**src/rtl/snek_game_ctrl.sv**
```systemverilog
// snek game sequencer: splash/play/dead/restart FSM, frame tick with speed ramp,
// direction latch and eat/food pulses. Optional pause input under SNEK_PAUSE_EN.
module snek_game_ctrl #(
  parameter int MS_CYCLES   = 12500,
  parameter int SPLASH_MS   = 10000,
  parameter int BASE_PERIOD = 3125000,
  parameter int STEP_PERIOD = 200000,
  parameter int MIN_PERIOD  = 625000,
  parameter int DEAD_FRAMES = 8,
  parameter int GRID_V      = 24
) (
  input  logic       clk,
  input  logic       rst,
  input  logic [3:0] buttons,
  input  logic [5:0] head_h,
  input  logic [5:0] head_v,
  input  logic [4:0] food_h,
  input  logic [4:0] food_v,
  input  logic [7:0] snek_len,
  input  logic       dead,
`ifdef SNEK_PAUSE_EN
  input  logic       pause_btn,
`endif
  output logic       frame_tick,
  output logic [2:0] dir,
  output logic       grow_flag,
  output logic       new_food_flag,
  output logic       game_rst,
  output logic       run,
  output logic [1:0] state
);

  localparam logic [1:0] S_SPLASH  = 2'd0;
  localparam logic [1:0] S_PLAY    = 2'd1;
  localparam logic [1:0] S_DEAD    = 2'd2;
  localparam logic [1:0] S_RESTART = 2'd3;

  logic [31:0]        ms_pre, ms_cnt, frame_ctr, period, dead_cnt;
  logic [2:0]         pending, pend_nxt;
  logic               eat_lock, on_food, eat, paused;
  logic signed [31:0] p_raw;
  logic [31:0]        p_next;

  // Signed math so long snakes clamp to the floor instead of wrapping.
  always_comb begin
    p_raw  = BASE_PERIOD - STEP_PERIOD * $signed({24'd0, snek_len});
    p_next = (p_raw < MIN_PERIOD) ? 32'(MIN_PERIOD) : $unsigned(p_raw);
  end

  // Highest-priority pressed button that is not a reversal of the committed direction.
  always_comb begin
    pend_nxt = pending;
    if      (buttons[1] && dir != 3'd1) pend_nxt = 3'd0;
    else if (buttons[0] && dir != 3'd0) pend_nxt = 3'd1;
    else if (buttons[2] && dir != 3'd3) pend_nxt = 3'd2;
    else if (buttons[3] && dir != 3'd2) pend_nxt = 3'd3;
  end

  assign on_food       = (head_h == {1'b0, food_h}) && (head_v == {1'b0, food_v});
  assign frame_tick    = (state == S_PLAY) && !paused && (frame_ctr == period - 32'd1);
  assign eat           = (state == S_PLAY) && !paused && on_food && !eat_lock && !dead;
  assign grow_flag     = eat;
  assign new_food_flag = eat || ((state != S_SPLASH) && ({27'd0, food_v} >= 32'(GRID_V)));
  assign game_rst      = (state == S_RESTART);
  assign run           = (state == S_PLAY) || (state == S_DEAD);

`ifdef SNEK_PAUSE_EN
  logic pause_q;
  always_ff @(posedge clk) begin
    if (rst) begin
      pause_q <= 1'b0;
      paused  <= 1'b0;
    end else begin
      pause_q <= pause_btn;
      if (state != S_PLAY || dead)     paused <= 1'b0;
      else if (pause_btn && !pause_q)  paused <= !paused;
    end
  end
`else
  assign paused = 1'b0;
`endif

  always_ff @(posedge clk) begin
    if (rst) begin
      state     <= S_SPLASH;
      dir       <= 3'd0;
      pending   <= 3'd0;
      ms_pre    <= 32'd0;
      ms_cnt    <= 32'd0;
      frame_ctr <= 32'd0;
      period    <= 32'd0;
      dead_cnt  <= 32'd0;
      eat_lock  <= 1'b0;
    end else begin
      pending <= pend_nxt;
      if (frame_tick) dir <= pending;
      // Lock re-arms only on a tick where the head has moved off the food.
      if (eat)                          eat_lock <= 1'b1;
      else if (frame_tick && !on_food)  eat_lock <= 1'b0;

      case (state)
        S_SPLASH: begin
          if (ms_pre == 32'(MS_CYCLES - 1)) begin
            ms_pre <= 32'd0;
            if (ms_cnt == 32'(SPLASH_MS - 1)) begin
              ms_cnt <= 32'd0;
              state  <= S_RESTART;
            end else begin
              ms_cnt <= ms_cnt + 32'd1;
            end
          end else begin
            ms_pre <= ms_pre + 32'd1;
          end
        end
        S_RESTART: begin
          state     <= S_PLAY;
          dir       <= 3'd0;
          pending   <= 3'd0;
          frame_ctr <= 32'd0;
          period    <= p_next;
          eat_lock  <= 1'b0;
        end
        S_PLAY: begin
          if (dead) begin
            state     <= S_DEAD;
            frame_ctr <= 32'd0;
            dead_cnt  <= 32'd0;
          end else if (!paused) begin
            if (frame_ctr == period - 32'd1) begin
              frame_ctr <= 32'd0;
              period    <= p_next;
            end else begin
              frame_ctr <= frame_ctr + 32'd1;
            end
          end
        end
        S_DEAD: begin
          if (frame_ctr == 32'(BASE_PERIOD - 1)) begin
            frame_ctr <= 32'd0;
            if (dead_cnt == 32'(DEAD_FRAMES - 1)) begin
              dead_cnt <= 32'd0;
              state    <= S_RESTART;
            end else begin
              dead_cnt <= dead_cnt + 32'd1;
            end
          end else begin
            frame_ctr <= frame_ctr + 32'd1;
          end
        end
        default: state <= S_SPLASH;
      endcase
    end
  end

endmodule

```
**config.mk**
```make
export PLATFORM = sky130hd
export DESIGN_NAME = snek_game_ctrl
export DESIGN_NICKNAME = d
export VERILOG_FILES = /design/src/rtl/snek_game_ctrl.sv
export SDC_FILE = /design/constraint.sdc
export NUM_CORES = 1
export LEC_CHECK = 0
export ABC_CLOCK_PERIOD_IN_PS = 7610
export BUFFER_PORTS_ARGS = -buffer_cell sky130_fd_sc_hd__buf_2
export CAP_MARGIN = 20
export CORE_MARGIN = 4
export CORE_UTILIZATION = 35
export DETAILED_ROUTE_END_ITERATION = 6
export PLACE_DENSITY = 0.61
export SLEW_MARGIN = 10
export SYNTH_ARGS = -nofsm -noshare
export SYNTH_HDL_FRONTEND = slang
export SYNTH_SLANG_ARGS = --single-unit
```
**constraint.sdc**
```tcl
create_clock -name clk -period 7.61 [get_ports clk]
set_clock_uncertainty 0.05 [all_clocks]
set_input_delay 0.3805 -clock clk [delete_from_list [all_inputs] [get_ports clk]]
set_output_delay 0.3805 -clock clk [all_outputs]
set_load 0.005 [all_outputs]
```
==> results.sh <==
export IMPL_cp_start_kind="input port"
export IMPL_die_area_mm2=0.03280
export IMPL_switching_share=0.3218
export IMPL_vias_per_cell=5.286
export IMPL_slew_headroom=0.3464
export IMPL_finalSetupViolations=0
export IMPL_numCtsBuffers=17
export IMPL_period_needed_ns=5.710
export IMPL_antenna_found_initial=0
export IMPL_postRouteWirelength_um=24300
export IMPL_tightest_slew_ns=0.9780
export IMPL_rows=63
export IMPL_comb_power_share=0.297
export IMPL_clkPwrFrac=0.360
export IMPL_die_h_um=181.1
export IMPL_powerDensity_mw_per_mm2=207.4
export IMPL_first_iter_violations=474
export IMPL_cts_root_buf="clkbuf_16"
export IMPL_dpl_worst_slack_ns=1.429
export IMPL_synth_cell_type_count=72
export IMPL_worstHoldPathType="in -> reg"
export IMPL_synth_edff_count=0
export IMPL_synth_area_leaders="dfxtp_1, ha_1, xor2_1, nor2_1, xnor2_1"
export IMPL_cts_hold_buf=0
export IMPL_max_freq_mhz=175.1
export IMPL_area_growth_pct=11.25
export IMPL_drc=0
export IMPL_busiest_layer="met2"
export IMPL_numPortBuffers=45
export IMPL_synthesis_area_mm2=0.01049
export IMPL_rsz0062_at_grt="false"
export IMPL_groute_usage_overall=0.1471
export IMPL_gr_usage_met1=0.2015
export IMPL_required_ns=7.86
export IMPL_fill_cells=3047
export IMPL_first_global_vias=8636
export IMPL_start_util=0.3539
export IMPL_grt_first_pass_wirelength_um=41700
export IMPL_grt_max_degree=38
export IMPL_synth_top_cell_area_share=0.3016
export IMPL_fp_coreArea_mm2=0.02964
export IMPL_end_kind="register"
export IMPL_crit_type="in -> reg"
export IMPL_wl_per_cell_um=14.14
export IMPL_p_leak_nw=4.407
export IMPL_worst_r2r_setup_slack_ns=3.49
export IMPL_io_pins=47
export IMPL_ys_ff_latch=158
export IMPL_hpwl_um=18180
export IMPL_clock_sinks=158
export IMPL_worstHoldStart="buttons[1]"
export IMPL_synth_avg_cell_area_um2=8.093
export IMPL_internal_power_mw=1.641
export IMPL_rr_startpoint="period[6]"
export IMPL_use_met3=0.02859
export IMPL_finalHoldViolCount=0
export IMPL_crit_arrival_ns=5.96
export IMPL_final_nets=1431
export IMPL_antenna_cells=0
export IMPL_hold_depth=3
export IMPL_async_flop_share=0
export IMPL_syn_inst=1296
export IMPL_fin_ws_ns=1.900
export IMPL_critPathMaxFanout=10
export IMPL_drive_gt1_frac=0.08126
export IMPL_yosysWarnings=0
export IMPL_drv_slew=0
export IMPL_syn_nets=1411
export IMPL_finalWeightedCongestion=0.8750
export IMPL_p_switching_mw=0.7790
export IMPL_vdd_ir_drop_max_mv=0.1232
export IMPL_vias=9086
export IMPL_cts_max_path_buffers=2
export IMPL_overflow=0
export IMPL_status="complete, no violations"
export IMPL_grtUsageMet2=0.2362
export IMPL_fin_crit_sh=0.7503
export IMPL_ant_nets=0
export IMPL_seq_area_frac_synth=0.3016
export IMPL_tritoncts="done"
export IMPL_r2r_end="frame_ctr[11]"
export IMPL_worstHoldEndpoint="pending[1]"
export IMPL_cap_violations=0
export IMPL_cts_max_level=4
export IMPL_clk_latency_ns=0.43
export IMPL_holdWs_ns=0.2349
export IMPL_cts_setup_buffers=0
export IMPL_path_clk_slew_ns=0.06
export IMPL_dieWidth_um=181.1
export IMPL_drt_pass1_iterations=5
export IMPL_synth_top_cell_by_area="dfxtp_1"
export IMPL_reg2regPathDepth=10
export IMPL_pwr_share_seq=0.343
export IMPL_synth_ff_type="dfxtp_1"
export IMPL_cts_resized=0
export IMPL_tns_ns=0
-- worst max-delay path, stage by stage --
cell	delay (ns)
buf_2	0.13
ha_1	0.34
fa_1	0.55
fa_1	0.42
ha_1	0.30
ha_1	0.43
a21o_1	0.22
a221oi_1	0.60
o21bai_1	0.19
xnor2_1	0.34
nor3_1	0.11
a31oi_1	0.21
o21ai_0	0.13
or3_1	0.37
nor3_1	0.21
ha_1	0.33
clkinv_1	0.31
and2_1	0.22
mux2i_1	0.12
nor2_1	0.05
-- cells by family after synthesis --
family / after synthesis / synth area share
adders and majority gates: 78 / 0.1016
and+or+nand+nor: 596 / 0.2867
buffers and inverters: 98 / 0.03698
DFF: 158 / 0.3016
other: 1 / 0.0003575
xor gates and xnor gates: 150 / 0.1253
AOI/OAI and AO/OA: 187 / 0.1193
muxes: 28 / 0.02827
-- power groups by stage --
stage / Combinational (mW) / Clock [mW] / Sequential, mW
global route: 0.818 / 0.923 / 0.830
CTS: 0.722 / 0.891 / 0.830
finish: 0.719 / 0.871 / 0.830
detailed placement: 0.718 / 0 / 0.849
floorplan: 0.576 / 0 / 0.849
global placement: 0.713 / 0 / 0.849
-- metal layers --
metal	part of all wire	wire, um
met1	0.49	11880
met2	0.45	10890
met3	0.043	1051
met4	0.020	478
met5	0	0
-- worst max-delay path by stage --
stage / cells past startpoint / from / to / slack [ns]
2_1_floorplan: 21 / snek_len[3] / period[12] / 2.02
3_3_place_gp: 20 / snek_len[3] / period[13] / 1.53
3_5_place_dp: 20 / snek_len[3] / period[12] / 1.43
4_1_cts: 20 / snek_len[3] / period[12] / 1.87
5_1_grt: 20 / snek_len[3] / period[13] / 1.33
6_report: 20 / snek_len[3] / period[13] / 1.90
-- Yosys cell counts (all sizes together) (6+ instances only) --
| library cell | instances |
|---|---|
| o21ai | 42 |
| and3 | 28 |
| xor2 | 85 |
| and4 | 11 |
| a31oi | 21 |
| nand4 | 44 |
| inv | 46 |
| nor2 | 167 |
| nor2b | 7 |
| o211ai | 7 |
| o311ai | 7 |
| o21a | 6 |
| nor4 | 34 |
| buf | 10 |
| and2 | 8 |
| clkbuf | 40 |
| fa | 12 |
| a21oi | 37 |
| or2 | 9 |
| a211oi | 7 |
| nand2b | 9 |
| xnor2 | 65 |
| nor4b | 6 |
| nor3 | 38 |
| or3 | 28 |
| nand2 | 114 |
| ha | 66 |
| mux2i | 24 |
| or4 | 6 |
| dfxtp | 158 |
| nand3 | 74 |
-- registers in the layout (all words and copies together) (netlist names) --
name / cells
state: 2
dir: 2
ms_cnt: 32
frame_ctr: 32
ms_pre: 32
period: 23
dead_cnt: 32
pending: 2
eat_lock: 1
-- stage by stage --
stage	util	area, um2	total power [mW]	std cells
6_report	0.3937	11670	2.420	1719
5_1_grt	0.3937	11670	2.572	1719
4_1_cts	0.3928	11640	2.444	1718
3_5_place_dp	0.3724	11040	1.567	1686
3_3_place_gp	0.3724	11040	1.562	1686
2_1_floorplan	-	10490	1.424	1296
-- final cells by class --
class / count / area, um2 / share of cell area
clock buffers: 22 / 474.2 / 0.04064
clock inverters: 10 / 128.9 / 0.01104
inverters: 48 / 180.2 / 0.01544
multi-input cells: 1040 / 6944 / 0.5951
flip-flops and latches: 158 / 3163 / 0.2711
well taps: 390 / 488.0 / 0.04182
repair buffers: 51 / 290.3 / 0.02488
-- cells in the final DEF (no fill, tap or decap), types with 30 or more instances in the layout --
master,count
inv_1,46
nor4_1,30
ha_1,66
nand3_1,74
nand4_1,44
buf_2,45
o21ai_0,42
xnor2_1,65
nor3_1,37
nor2_1,166
a21oi_1,36
nand2_1,114
xor2_1,85
dfxtp_1,158
No activity file was read; power rests on OpenSTA's default activity.
